File: config.mk
export PLATFORM = sky130hd
export DESIGN_NAME = vend_ctrl_gen2
export DESIGN_NICKNAME = d
export VERILOG_FILES = /design/src/rtl/vend_pkg.sv /design/src/rtl/vend_price_rom.sv /design/src/rtl/vend_ctrl_gen2.sv
export SDC_FILE = /design/constraint.sdc
export NUM_CORES = 1
export LEC_CHECK = 0
export ABC_AREA = 1
export BUFFER_PORTS_ARGS = -buffer_cell sky130_fd_sc_hd__buf_2
export CORE_MARGIN = 5
export CORE_UTILIZATION = 40
export DETAILED_ROUTE_END_ITERATION = 6
export HOLD_SLACK_MARGIN = 0.06
export PLACE_DENSITY = 0.55
export SYNTH_ARGS = -nofsm -noshare
export SYNTH_HDL_FRONTEND = slang
export SYNTH_SLANG_ARGS = --single-unit
export TNS_END_PERCENT = 1
File: constraint.sdc
create_clock -name sys_clk -period 3.4 [get_ports sys_clk]
set_input_delay 0.68 -clock sys_clk [delete_from_list [all_inputs] [get_ports sys_clk]]
set_output_delay 0.68 -clock sys_clk [all_outputs]
set_load 0.02 [all_outputs]
File: src/rtl/vend_pkg.sv
// Shared definitions for the vending controller: state encoding, coin codes and the price table.
package vend_pkg;

    typedef enum logic [2:0] {
        ST_IDLE     = 3'd0,
        ST_SELECT   = 3'd1,
        ST_PAYMENT  = 3'd2,
        ST_DISPENSE = 3'd3,
        ST_CHANGE   = 3'd4
    } vend_state_t;

    localparam logic [2:0] COIN_1  = 3'd0;
    localparam logic [2:0] COIN_5  = 3'd1;
    localparam logic [2:0] COIN_10 = 3'd2;
    localparam logic [2:0] COIN_20 = 3'd3;
    localparam logic [2:0] COIN_50 = 3'd4;

    localparam logic [1:0] CHG_1  = 2'd0;
    localparam logic [1:0] CHG_5  = 2'd1;
    localparam logic [1:0] CHG_10 = 2'd2;

    // Indexed by {row-1, col-1}; rows and columns of the goods code run 1..4.
    localparam logic [3:0] PRICE_TAB [16] = '{
        4'd3,  4'd4, 4'd6,  4'd3,
        4'd10, 4'd8, 4'd9,  4'd7,
        4'd4,  4'd6, 4'd15, 4'd8,
        4'd9,  4'd4, 4'd5,  4'd5
    };

    function automatic logic [5:0] coin_amount(input logic [2:0] code);
        case (code)
            COIN_1:  return 6'd1;
            COIN_5:  return 6'd5;
            COIN_10: return 6'd10;
            COIN_20: return 6'd20;
            COIN_50: return 6'd50;
            default: return 6'd0;
        endcase
    endfunction

endpackage

File: src/rtl/vend_price_rom.sv
// Combinational unit-price lookup: goods code {row, col} to price plus a valid flag.
module vend_price_rom
    import vend_pkg::*;
(
    input  logic [5:0] code,
    output logic [3:0] price,
    output logic       valid
);
    logic [2:0] row;
    logic [2:0] col;
    logic [1:0] r_idx;
    logic [1:0] c_idx;

    assign row   = code[5:3];
    assign col   = code[2:0];
    assign valid = (row >= 3'd1) && (row <= 3'd4) && (col >= 3'd1) && (col <= 3'd4);
    assign r_idx = 2'(row - 3'd1);
    assign c_idx = 2'(col - 3'd1);
    assign price = valid ? PRICE_TAB[{r_idx, c_idx}] : 4'd0;
endmodule

File: src/rtl/vend_ctrl_gen2.sv
// Vending transaction controller: item selection, coin payment with timeout refund, vend and greedy change.
module vend_ctrl_gen2
    import vend_pkg::*;
#(
    parameter int MAX_ITEMS   = 4,
    parameter int MONEY_W     = 10,
    parameter int TIMEOUT_CYC = 1000
) (
    input  logic               sys_clk,
    input  logic               sys_rst_n,
    input  logic               btn_start,
    input  logic               btn_add,
    input  logic               btn_confirm,
    input  logic               btn_cancel,
    input  logic [5:0]         goods_code,
    input  logic [1:0]         goods_qty,
    input  logic               coin_valid,
    input  logic [2:0]         coin_value,
    output logic [2:0]         state_out,
    output logic [3:0]         item_cnt,
    output logic [MONEY_W-1:0] need_money,
    output logic [MONEY_W-1:0] input_money,
    output logic [MONEY_W-1:0] change_money,
    output logic               vend_pulse,
    output logic               chg_coin_valid,
    output logic [1:0]         chg_coin_value,
    output logic               err_pulse
);
    localparam int TMR_W = (TIMEOUT_CYC > 1) ? $clog2(TIMEOUT_CYC) : 1;

    if (MAX_ITEMS < 1 || MAX_ITEMS > 15) begin : g_bad_items
        $error("MAX_ITEMS must be within 1..15");
    end
    if (MONEY_W < $clog2(MAX_ITEMS * 45 + 1)) begin : g_bad_width
        $error("MONEY_W too narrow for the largest possible need_money");
    end
    if (TIMEOUT_CYC < 1) begin : g_bad_timeout
        $error("TIMEOUT_CYC must be at least 1");
    end

    vend_state_t        state;
    logic [TMR_W-1:0]   idle_cnt;
    logic [3:0]         unit_price;
    logic               price_ok;
    logic [5:0]         line_cost;
    logic               add_ok;
    logic [MONEY_W:0]   coin_sum;
    logic               coin_ok;
    logic [MONEY_W-1:0] next_input;
    logic               timed_out;

    vend_price_rom u_price_rom (
        .code  (goods_code),
        .price (unit_price),
        .valid (price_ok)
    );

    assign state_out  = state;
    assign line_cost  = 6'(unit_price) * 6'(goods_qty);
    assign add_ok     = price_ok && (goods_qty != 2'd0) && (item_cnt < 4'(MAX_ITEMS));
    // The extra top bit of coin_sum flags a coin that would overflow input_money.
    assign coin_sum   = {1'b0, input_money} + (MONEY_W + 1)'(coin_amount(coin_value));
    assign coin_ok    = coin_valid && (coin_value <= COIN_50) && !coin_sum[MONEY_W];
    assign next_input = coin_ok ? coin_sum[MONEY_W-1:0] : input_money;
    assign timed_out  = (idle_cnt == TMR_W'(TIMEOUT_CYC - 1)) && !coin_ok;

    // chg_coin_valid is a one-cycle strobe with no backpressure: the coin named by
    // chg_coin_value is released in every cycle the strobe is high.
    always_ff @(posedge sys_clk or negedge sys_rst_n) begin
        if (!sys_rst_n) begin
            state          <= ST_IDLE;
            idle_cnt       <= '0;
            item_cnt       <= '0;
            need_money     <= '0;
            input_money    <= '0;
            change_money   <= '0;
            vend_pulse     <= 1'b0;
            chg_coin_valid <= 1'b0;
            chg_coin_value <= '0;
            err_pulse      <= 1'b0;
        end else begin
            vend_pulse     <= 1'b0;
            chg_coin_valid <= 1'b0;
            err_pulse      <= 1'b0;
            case (state)
                ST_IDLE: begin
                    if (btn_start) state <= ST_SELECT;
                end
                ST_SELECT: begin
                    if (btn_cancel) begin
                        state      <= ST_IDLE;
                        need_money <= '0;
                        item_cnt   <= '0;
                    end else if (btn_confirm) begin
                        if (item_cnt != 4'd0) begin
                            state    <= ST_PAYMENT;
                            idle_cnt <= '0;
                        end else begin
                            err_pulse <= 1'b1;
                        end
                    end else if (btn_add) begin
                        if (add_ok) begin
                            need_money <= need_money + MONEY_W'(line_cost);
                            item_cnt   <= item_cnt + 4'd1;
                        end else begin
                            err_pulse <= 1'b1;
                        end
                    end
                end
                ST_PAYMENT: begin
                    if (btn_cancel) begin
                        change_money <= input_money;
                        state        <= ST_CHANGE;
                    end else begin
                        if (coin_valid) begin
                            if (coin_ok) input_money <= coin_sum[MONEY_W-1:0];
                            else         err_pulse   <= 1'b1;
                        end
                        // Sufficiency is judged on the money held before this cycle's coin.
                        if (btn_confirm) begin
                            if (input_money >= need_money) begin
                                state        <= ST_DISPENSE;
                                vend_pulse   <= 1'b1;
                                change_money <= next_input - need_money;
                            end else begin
                                err_pulse <= 1'b1;
                            end
                        end else if (timed_out) begin
                            change_money <= next_input;
                            state        <= ST_CHANGE;
                        end
                        idle_cnt <= coin_ok ? '0 : idle_cnt + 1'b1;
                    end
                end
                ST_DISPENSE: begin
                    state <= ST_CHANGE;
                end
                ST_CHANGE: begin
                    if (change_money == '0) begin
                        state       <= ST_IDLE;
                        need_money  <= '0;
                        input_money <= '0;
                        item_cnt    <= '0;
                    end else if (change_money >= MONEY_W'(10)) begin
                        chg_coin_valid <= 1'b1;
                        chg_coin_value <= CHG_10;
                        change_money   <= change_money - MONEY_W'(10);
                    end else if (change_money >= MONEY_W'(5)) begin
                        chg_coin_valid <= 1'b1;
                        chg_coin_value <= CHG_5;
                        change_money   <= change_money - MONEY_W'(5);
                    end else begin
                        chg_coin_valid <= 1'b1;
                        chg_coin_value <= CHG_1;
                        change_money   <= change_money - MONEY_W'(1);
                    end
                end
                default: state <= ST_IDLE;
            endcase
        end
    end
endmodule
* Word level (Yosys, flattened, before mapping)
Memories as Yosys holds them, arrays and structs flattened. Cells that the tools add are included.
Operators by class: add/subtract/negate cells 10, multipliers 1, $lt $le $gt $ge 10, equal/unequal tests 24, muxes and demuxes 63, bitwise logic cells 2, reductions and logical operators 24
Operator list (count):
- 10-bit 2-to-1 mux | 20
- 10-bit one-hot mux with 2 select lines | 4
- 4-bit 2-to-1 mux | 8
- 6-bit one-hot mux with 5 select lines | 1
- 3-bit 2-to-1 mux | 9
- 1-bit 2-to-1 mux | 17
- 2-bit != test, second input constant | 8
- 3-bit != test, second input constant | 5
- 3-bit one-hot mux with 5 select lines | 1
- 3-bit by 2-bit equality test with 1-bit output, second input constant | 4
- 10-bit by 6-bit adder with 11-bit output | 1
- 10-bit by 1-bit adder with 10-bit output, second input constant | 1
- 10-bit by 6-bit adder with 10-bit output | 1
- 10-bit equality test, second input constant | 1
- 10-bit greater-or-equal comparator | 1
- 10-bit by 3-bit greater-or-equal comparator with 1-bit output, second input constant | 1
- 10-bit by 4-bit greater-or-equal comparator with 1-bit output, second input constant | 1
- 10-bit logical NOT | 1
- 5-bit AND reduction | 2
- 10-bit by 1-bit subtractor with 10-bit output, second input constant | 1
- 10-bit subtractor | 1
- 10-bit by 3-bit subtractor with 10-bit output, second input constant | 1
- 10-bit by 4-bit subtractor with 10-bit output, second input constant | 1
- 3-bit <= comparator, second input constant | 3
- 22 further kinds | 40
Storage, ports and cells: bits in registers 52, ROM bits 64, bits of input ports 18, output and inout bits 42, logic and storage cells 145, memories kept 1
Memories:
- (name not given) | depth 16, bits a word 4, read ports 1, clocked after Yosys merged registers in 0, wr ports 0, RTL line vend_price_rom.sv:19 | assign price = valid ? PRICE_TAB[{r_idx, c_idx}] : 4'd0;

* Longest topological paths before layout
Gate-level depths: netlist of run 1.
depth in word-level cells 13, depth in mapped cells 32, mapped depth without buffers 31

* Cells and area by module
Synthesis of run 1 repeated with hierarchy kept, for this count alone.
Unflattened totals: cell total of the unflattened synthesis 753, area, all modules 5159.9 um^2
By module, submodules not included:
- vend_ctrl_gen2 | times used 1, cells each 695, area each 4840.9 um^2, sequential area each 1301.2 um^2
- vend_price_rom | times used 1, cells each 58, area each 319.1 um^2, sequential area each 0.0 um^2

* Worst setup path after synthesis of run 1
OpenSTA, ideal clock, no wires.
path type input to register, start input coin_value[1], end register change_money[8], setup time 116 ps, data arrival time 3668 ps, data required time 3284 ps, path slack -384 ps, stages on the path 28, path buffers 1, path through nor2_1 inv_1 o21ai_0 ha_1 inv_1 fa_1 inv_1 nand3_2 nand3_4 inv_2 buf_6 o21a_1 inv_1 ha_1 inv_1 fa_1 nand3_1 nand2_1 nand2_1 nor2_1 nand2_1 a21oi_1 o21ai_0 inv_1 nand2_1 nand2_1 nand2_1 nand2_1
Between the ends: cells in the longest elaborated chain, start to end 11, elaborated cells between the ends (all ways) 22, those cells by class add/sub: 2; order compare: 1; eq/ne: 5; mux: 7; reduce/logical: 7
RTL lines:
- start: declaration | RTL line vend_ctrl_gen2.sv:18 | input logic [2:0] coin_value,
- 3-bit equality test, or another cell as far along | RTL line vend_pkg.sv:31 | case (code)
- 6-bit one-hot mux with 5 select lines | RTL line vend_pkg.sv:31
- 10-bit by 6-bit adder with 11-bit output | RTL line vend_ctrl_gen2.sv:62 | assign coin_sum = {1'b0, input_money} + (MONEY_W + 1)'(coin_amount(coin_value));
- 1-bit logical NOT | RTL line vend_ctrl_gen2.sv:63 | assign coin_ok = coin_valid && (coin_value <= COIN_50) && !coin_sum[MONEY_W];
- 1-bit logical AND | RTL line vend_ctrl_gen2.sv:63
- 10-bit 2-to-1 mux
- 10-bit subtractor | RTL line vend_ctrl_gen2.sv:124 | change_money <= next_input - need_money;
- 10-bit 2-to-1 mux | RTL line vend_ctrl_gen2.sv:121 | if (input_money >= need_money) begin
- 10-bit 2-to-1 mux | RTL line vend_ctrl_gen2.sv:120 | if (btn_confirm) begin
- 10-bit 2-to-1 mux | RTL line vend_ctrl_gen2.sv:111 | if (btn_cancel) begin
- 10-bit one-hot mux with 2 select lines | RTL line vend_ctrl_gen2.sv:85 | case (state)
- end signal: assignment | RTL line vend_ctrl_gen2.sv:112 | change_money <= input_money;
- end signal: assignment | RTL line vend_ctrl_gen2.sv:124
- end signal: assignment | RTL line vend_ctrl_gen2.sv:129 | change_money <= next_input;
- end: declaration | RTL line vend_ctrl_gen2.sv:23 | output logic [MONEY_W-1:0] change_money,
Several ways; a longest one is shown, not always the timed one. The select of a mux whose other input is x is not followed. A chain may end at the register's enable or synchronous reset.

* Worst setup path in the final report of run 1
start input coin_value[1], end register change_money[4]
The elaborated chain is that of the path after synthesis.

==> summary.txt, run 1 <==
Finish
  – Nets: 967
  – P&R area growth vs syn: 34.6%
  – Final core utilization: a little over half
  – Final Cell Area: 6810 um2
  – # diodes: 0
  – Share of cells above drive strength 1: 31.6%

Synth
  – Post-synth cell types: 47
  – Mapped Area: 5060 um2
  – FF+latch count, synth: 52
  – Yosys warning total: 0
  – Mapped Avg Cell Area: 6.85 um2
  – Mapped Cells: 739
  – Mapped Nets: 812
  – Sequential share of the synthesized area: between 20% and 30%

STA
  – Final Hold Fails: 0
  – Fmax achieved: 0.293 GHz
  – Fin Hold WS: about 0.37 ns
  – RSZ-0062 raised after global routing: yes
  – Max-slew headroom: 56.2%
  – Fin crit share: 100%
  – Setup TNS: -0.0147 ns
  – Slew Limit Fails: 0
  – Setup Viol. Count Final: 2
  – Clock skew: roughly 0.0086 ns
  – Final worst slack: -0.0127 ns
  – Clock period minus final worst setup slack: ~3.4 ns
  – Slew @ Worst Pin: 0.654 ns

Detailed routing
  – DRT antenna net count: 0
  – Drt wl/cell: around 15 um
  – Vias per inst: a little over 5
  – Vias: 5498
  – Final wirelength: 16200 um
  – DRC viols: 0
  – Iter 0 DRT Violations: 280
  – DRT Pass-1 Iters: 5

Setup path
  – Worst Path Arrival: 3.60 ns
  – Slowest cell on crit path: fa_2
  – CP most frequent cell: inv_2
  – Setup CP Type: input port to flip-flop
  – Flop2flop setup slack: 0.34 ns
  – Nature of the critical path startpoint: input port
  – Max incr delay on CP: 0.34 ns
  – CP top delay family: adder cells
  – CP endpoint kind: flip-flop
  – CP Max Fanout: 5
  – Critical Path RT: 3.59 ns
  – Critical path buffers and inverters: 8

Floorplan
  – Ports: 60
  – DIE AREA: 15000 um2
  – Die Y: 123 um
  – Core ar.: 12500 um2
  – Die width: ~120 um
  – Site Rows: 41
  – Starting Density: around two fifths

GRT
  – Largest net degree at the start of global routing: 31
  – Initial antenna violation count: 0
  – Final global-route overflow total: 0
  – Vias in the first global route: 5304
  – First-pass GRT wire length: 25400 um
  – GRT Resource Usage Total: 21.3%

Power
  – P_int: 2710 uW
  – Register share of total power: 18.6%
  – Clock power share: between 10% and 20%
  – Switching Fraction: 50.5%
  – Power share of the combinational group: 71.0%
  – Switch Pwr: between 2000 and 3000 uW
  – Leakage: between 0.003 and 0.004 uW
  – VDD IR-drop max: ~0.33 mV
  – Power per Cell Area: approximately 800 nW/um2

Hold path
  – Worst hold path type: input port to asynchronous set/reset pin

Clock tree
  – Worst-path clk slew: ~0.070 ns
  – H-Tree Depth: 2
  – Root buffer cell: clkbuf_16
  – TritonCTS clock tree: built
  – CTS Hold Bufs: 0
  – Worst-skew pair later-pin latency: 0.30 ns
  – Clock Sink Count: 52
  – Clock Path Buffers: 2
  – Num CTS Buffers: 5

Placement
  – DP HPWL: about 13000 um
  – Port bufs: between 50 and 60
  – GP Congestion: 0.959
  – Post-Place Setup Slack: -0.620 ns
  – Placed Instance Area: 6160 um2

Outcome
  – Failing checks: setup timing
  – Status: finished, violations left

Run
  – Max Cap Violations: 0
## path summary, 6_finish.rpt
path	from	to	cells past startpoint
worst min register to register	chg_coin_value[1]	chg_coin_value[1]	2
worst max register to register	input_money[5]	change_money[8]	22
max in group asynchronous	sys_rst_n	need_money[9]	2
worst min-delay path	sys_rst_n	input_money[5]	1
min in group sys_clk	chg_coin_value[1]	chg_coin_value[1]	2
worst max-delay path	coin_value[1]	change_money[4]	25
## Yosys cell counts (all sizes together)
cell / instances / area (um2)
inv: 116 / 438
a31o: 2 / 17.5
xor2: 18 / 165
a21oi: 47 / 239
a22oi: 2 / 15.0
o21ai: 63 / 319
nor4: 3 / 18.8
a22o: 2 / 17.5
xnor2: 5 / 43.8
and2: 1 / 6.26
o211ai: 10 / 75.1
a211oi: 1 / 12.5
o2111ai: 1 / 8.76
or2: 4 / 27.5
nand3: 48 / 258
nor2: 71 / 325
buf: 6 / 38.8
nor3: 11 / 66.3
dfrtp: 52 / 1300
fa: 6 / 120
nand2: 190 / 728
o22ai: 11 / 68.8
o21a: 8 / 60.1
a21boi: 1 / 7.51
a221oi: 1 / 8.76
clkbuf: 1 / 3.75
a31oi: 2 / 12.5
nand3b: 2 / 15.0
nand4: 5 / 31.3
ha: 49 / 613
## registers in the layout, indices dropped and copies added (netlist names)
name and count:
chg_coin_valid 1, input_money 10, vend_pulse 1, need_money 10, idle_cnt 10, chg_coin_value 2
state_out 3, err_pulse 1, change_money 10, item_cnt 4
## worst register-to-register path, stage by stage, from the launching register on
cell	delay, ns
dfrtp_1	0.39
ha_1	0.34
buf_4	0.13
nand2_1	0.06
buf_4	0.15
nor2_1	0.08
nand3_1	0.08
nand2_2	0.11
xor2_1	0.15
nand2_1	0.09
o21a_1	0.16
ha_4	0.31
buf_4	0.13
nand2_1	0.07
o21a_1	0.22
nand3_2	0.08
nand2_1	0.05
o21ai_1	0.12
inv_1	0.05
nand2_1	0.05
nand2_1	0.04
nand2_1	0.06
nand2_1	0.05
## timing repair
item,CTS,global route
setup endpoints to repair,11,15
buffers inserted,7,8
pin swaps,27,31
resized for setup,56,49
## placed cells by master (no fill, tap or decap), drive strengths merged, types with 3 or more instances in the layout
| cell type | n |
|---|---|
| o211ai | 10 |
| nor4 | 3 |
| o22ai | 11 |
| buf | 155 |
| nand4 | 5 |
| ha | 49 |
| nand2 | 190 |
| a21oi | 47 |
| o21ai | 63 |
| clkbuf | 5 |
| or2 | 4 |
| o21a | 8 |
| inv | 116 |
| xor2 | 18 |
| dfrtp | 52 |
| xnor2 | 5 |
| nor2 | 71 |
| nand3 | 48 |
| fa | 6 |
| nor3 | 11 |
## area by class of cell
cell class / count / area (um2)
timing repair buffer: 155 / 1040
fill: 1240 / 5700
multi-input combinational: 564 / 3660
inverter: 116 / 443
sequential: 52 / 1300
clock buffer: 5 / 125
tap: 172 / 215
clock inverter: 1 / 30.0
## metrics by stage
stage	cells	power [uW]
3_5_place_dp	1045	4390
6_report	1065	5470
5_1_grt	1065	5930
4_1_cts	1057	5240
2_1_floorplan	739	3210
3_3_place_gp	1045	4340
## cells by family after synthesis
group | Yosys count | synth area share, %
buffers and inverters | 123 | 9.49
AND/OR/NAND/NOR | 335 | 29.2
flip-flops | 52 | 25.7
AO/OA/AOI/OAI | 151 | 17.0
adder cells (fa/ha/maj) | 55 | 14.5
XOR/XNOR | 23 | 4.13
## layer usage
| layer | vias to the layer above | wire (um) | track usage, % |
|---|---|---|---|
| met3 | 27 | 799 | 4.24 |
| met5 | - | 0 | 0 |
| met2 | 127 | 7730 | 35.9 |
| met4 | 0 | 308 | 5.60 |
| met1 | 2618 | 7330 | 28.0 |
| li1 | 2726 | - | - |
## power groups by stage
stage / clock, uW / sequential, uW / combinational (uW)
floorplan: 0 / 1180 / 2030
global placement: 0 / 1020 / 3330
detailed placement: 0 / 1020 / 3370
CTS: 579 / 1010 / 3650
global route: 606 / 1040 / 4280
finish: 568 / 1020 / 3880
No activity file was read; power rests on OpenSTA's default activity.
==> inputs of run 2 (changes only) <==
--- a/config.mk
+++ b/config.mk
@@ -5,13 +5,12 @@
 export SDC_FILE = /design/constraint.sdc
 export NUM_CORES = 1
 export LEC_CHECK = 0
-export ABC_AREA = 1
 export BUFFER_PORTS_ARGS = -buffer_cell sky130_fd_sc_hd__buf_2
+export CORE_ASPECT_RATIO = 2
 export CORE_MARGIN = 5
 export CORE_UTILIZATION = 40
 export DETAILED_ROUTE_END_ITERATION = 6
 export HOLD_SLACK_MARGIN = 0.06
-export PLACE_DENSITY = 0.55
 export SYNTH_ARGS = -nofsm -noshare
 export SYNTH_HDL_FRONTEND = slang
 export SYNTH_SLANG_ARGS = --single-unit
==> run 2 against run 1 <==
The flow still finishes with violations (setup timing). Via count shrank 13%. Die area shrank 5.6%. Largest power group unchanged. Wire length shrank 4.1%. Sequential share of layout area grew 2.2 points. Largest cell class unchanged. Utilization shrank 1.9 points. First-iteration DRC count shrank 10%.
==> summary.txt, run 2 <==
Finish
  – Share of cells above drive strength 1: 29.7% (was 31.6%)
  – P&R area growth vs syn: 29.8% (was 34.6%)
  – Commonest non-fill, non-tap cells in the layout: buf_4 (87), nand2_1 (58), buf_2 (57), o21ai_0 (52), dfrtp_1 (52) (was nand2_1 (171), buf_4 (96), inv_1 (90), buf_2 (56), dfrtp_1 (52))
  – Final Cell Area: 6110 um2 (was 6810 um2)
  – Final std cells w/o fill: 848 (was 1065)
  – Seq. cell area: 1300 um2 (unchanged)
  – Nets: 775 (was 967)
  – # fillers: 1137 (was 1240)
  – Most common cell after layout, fill and taps aside: buf_4 (was nand2_1)
  – Area of the multi-input gates: 3350 um2 (was 3660 um2)
  – # diodes: 0 (unchanged)

Synth
  – Mapped Nets: 642 (was 812)
  – Ranking of synthesized cells by area: dfrtp_1 (28%), ha_1 (13%), o21ai_0 (6.4%) (was dfrtp_1 (26%), nand2_1 (14%), ha_1 (12%))
  – FF+latch count, synth: 52 (unchanged)
  – Post-synth cell types: 67 (was 47)
  – Main synth FF type: dfrtp_1 (unchanged)
  – Mapped Avg Cell Area: 8.27 um2 (was 6.85 um2)
  – Mapped Area: 4700 um2 (was 5060 um2)
  – Yosys warning total: 0 (unchanged)
  – Sequential share of the synthesized area: 27.7% (was 25.7%)
  – EDFF count, synth: 0 (unchanged)
  – Mapped Cells: 569 (was 739)
  – Cell taking the most area after synthesis: dfrtp_1 (unchanged)
  – Async SR Flop Fraction: 100% (unchanged)
  – Synth top area share: 27.7% (was 25.7%)
  – Top cells by count, synth: o21ai_0 (60), nand2_1 (59), dfrtp_1 (52), ha_1 (49), inv_1 (43) (was nand2_1 (186), inv_1 (100), nor2_1 (61), dfrtp_1 (52), ha_1 (49))
  – Most frequent cell after synthesis: o21ai_0 (was nand2_1)

Setup path
  – CP most frequent cell: fa_2 (was inv_2)
  – Worst Path Arrival: 4.01 ns (was 3.60 ns)
  – CP top delay family: compound AO/OA/AOI/OAI gates (was adder cells)
  – Max incr delay on CP: 0.38 ns (was 0.34 ns)
  – Critical Path RT: 3.59 ns (about the same)
  – CP Max Fanout: 5 (unchanged)
  – Setup CP Type: input port to flip-flop (unchanged)
  – CP Cell Sequence: buf_6 > xor2_1 > nand2b_1 > fa_2 > nor2b_2 > o31ai_2 > a31o_2 > nand2_2 > mux2i_2 > ha_2 > inv_2 > fa_2 > a21o_1 > a21oi_2 > o21ai_2 > nor2_1 > xnor2_1 > o221ai_1 > o2bb2ai_1 > a22o_1
  – CP endpoint kind: flip-flop (unchanged)
  – Slowest cell on crit path: fa_2 (unchanged)
  – Nature of the critical path startpoint: input port (unchanged)
  – Critical path buffers and inverters: 2 (was 8)

Detailed routing
  – DRC viols: 0 (unchanged)
  – DRT antenna net count: 0 (unchanged)
  – Iter 0 DRT Violations: 252 (was 280)
  – Final wirelength: 15500 um (was 16200 um)
  – Drt wl/cell: 18.3 um (was 15.2 um)
  – Vias: 4784 (was 5498)
  – DRT Pass-1 Iters: 5 (unchanged)
  – Vias per inst: 5.64 (was 5.16)

Floorplan
  – Ports: 60 (unchanged)
  – Die Y: 163 um (was 123 um)
  – Core ar.: 11600 um2 (was 12500 um2)
  – Site Rows: 56 (was 41)
  – Starting Density: 40.4% (about the same)
  – DIE AREA: 14200 um2 (was 15000 um2)
  – Die width: 86.7 um (was 123 um)

STA
  – Final worst slack: -0.423 ns (was -0.0127 ns)
  – Slew @ Worst Pin: 0.580 ns (was 0.654 ns)
  – Setup TNS: -3.16 ns (was -0.0147 ns)
  – Fmax achieved: 0.262 GHz (was 0.293 GHz)
  – Max-slew headroom: 61.0% (was 56.2%)
  – Slew Limit Fails: 0 (unchanged)
  – Clock period minus final worst setup slack: 3.82 ns (was 3.41 ns)
  – RSZ-0062 raised after global routing: yes (unchanged)
  – Clock skew: 0.0116 ns (was 0.00859 ns)
  – Fin crit share: 112% (was 100%)
  – Setup Viol. Count Final: 12 (was 2)
  – Final Hold Fails: 0 (unchanged)

Placement
  – GP Congestion: 0.898 (was 0.959)
  – DP HPWL: 12700 um (about the same)
  – Inst Count DP: 839 (was 1045)
  – Port bufs: 59 (unchanged)
  – Post-Place Setup Slack: -0.926 ns (was -0.620 ns)
  – Placed Instance Area: 5780 um2 (was 6160 um2)

Clock tree
  – TritonCTS clock tree: built (unchanged)
  – Clock Path Buffers: 2 (unchanged)
  – Root buffer cell: clkbuf_16 (unchanged)
  – Clock Sink Count: 52 (unchanged)
  – Worst-skew pair later-pin latency: 0.30 ns (about the same)
  – Worst-path clk slew: 0.08 ns (was 0.07 ns)
  – H-Tree Depth: 2 (unchanged)
  – CTS Hold Bufs: 0 (unchanged)
  – Num CTS Buffers: 5 (unchanged)

Run
  – Max Cap Violations: 0 (unchanged)

Power
  – VDD IR-drop max: 0.331 mV (about the same)
  – Total power draw: 4560 uW (was 5470 uW)
  – Power per Cell Area: 747 nW/um2 (was 802 nW/um2)
  – Leakage: 0.00303 uW (was 0.00352 uW)

GRT
  – Vias in the first global route: 4969 (was 5304)
  – Final global-route overflow total: 0 (unchanged)
  – First-pass GRT wire length: 24600 um (was 25400 um)
  – Largest net degree at the start of global routing: 38 (was 31)
  – GRT Resource Usage Total: 22.4% (was 21.3%)
  – Initial antenna violation count: 0 (unchanged)

Outcome
  – Failing checks: setup timing (unchanged)
  – Status: finished, violations left (unchanged)

Hold path
  – Worst hold path type: input port to asynchronous set/reset pin (unchanged)
## run 2: cell families (layout without fill, tap and decap cells)
family | Yosys count | in the layout | share of synthesized area, %
AO/OA/AOI/OAI | 183 | 183 | 25.3
XOR/XNOR | 24 | 24 | 4.47
adder cells (fa/ha/maj) | 55 | 55 | 15.6
buffers and inverters | 63 | 197 | 5.29
flip-flops | 52 | 52 | 27.7
multiplexers | 13 | 13 | 3.11
AND/OR/NAND/NOR | 179 | 179 | 18.6
## run 2: worst register-to-register path, cell delays in order, from the launching register on
cell and delay, ns:
dfrtp_1 0.42, ha_4 0.17, inv_2 0.03, fa_2 0.34
nor2b_2 0.15, o31ai_2 0.08, a31o_2 0.24, nand2_2 0.09
mux2i_2 0.24, ha_2 0.23, inv_2 0.04, fa_2 0.33
a21o_1 0.17, a21oi_2 0.18, o21ai_2 0.09, nor2_1 0.12
xnor2_1 0.09, o221ai_1 0.19, o2bb2ai_1 0.10, a22o_1 0.24
## run 2: final cells by class
| cell class | count | share of cell area (%) |
|---|---|---|
| clock inverter | 1 | 0.123 |
| clock buffer | 7 | 2.34 |
| multi-input combinational | 454 | 54.8 |
| sequential | 52 | 21.3 |
| tap | 145 | 2.97 |
| inverter | 43 | 2.68 |
| timing repair buffer | 146 | 15.7 |
## run 2: routing by layer
layer  global-route usage, %  part of all wire (%)
met3                    3.08                   3.3
met1                    20.3                    33
met4                    13.8                   6.1
met5                       0                     0
met2                    44.5                    58
## run 2: power by group
| part | leakage, uW | switching [uW] | internal, uW |
|---|---|---|---|
| Sequential | 0.000696 | 205 | 782 |
| Combinational | 0.00227 | 1710 | 1320 |
| Clock | 0.0000701 | 242 | 294 |
## run 2: final timing paths
path	from	end	slack (ns)	depth (start not counted)
setup / recovery	coin_value[1]	change_money[6]	-0.42	20
hold / removal	sys_rst_n	need_money[7]	0.30	1
setup reg to reg	input_money[0]	change_money[6]	-0.24	19
hold reg to reg	chg_coin_value[1]	chg_coin_value[1]	0.49	1
max in group asynchronous	sys_rst_n	idle_cnt[8]	2.23	2
min in group sys_clk	chg_coin_value[1]	chg_coin_value[1]	0.49	1
## run 2: through the flow
stage	hold WS, ns	utilization [%]
2_1_floorplan	0.384	-
3_3_place_gp	0.485	49.7
3_5_place_dp	0.485	49.7
4_1_cts	0.312	51.8
5_1_grt	0.326	52.5
6_report	0.302	52.5
## run 2: timing repair
item,CTS,global route
gates resized for setup,31,16
pin swaps,7,8
buffers inserted,0,1
endpoints found under the setup margin,15,15
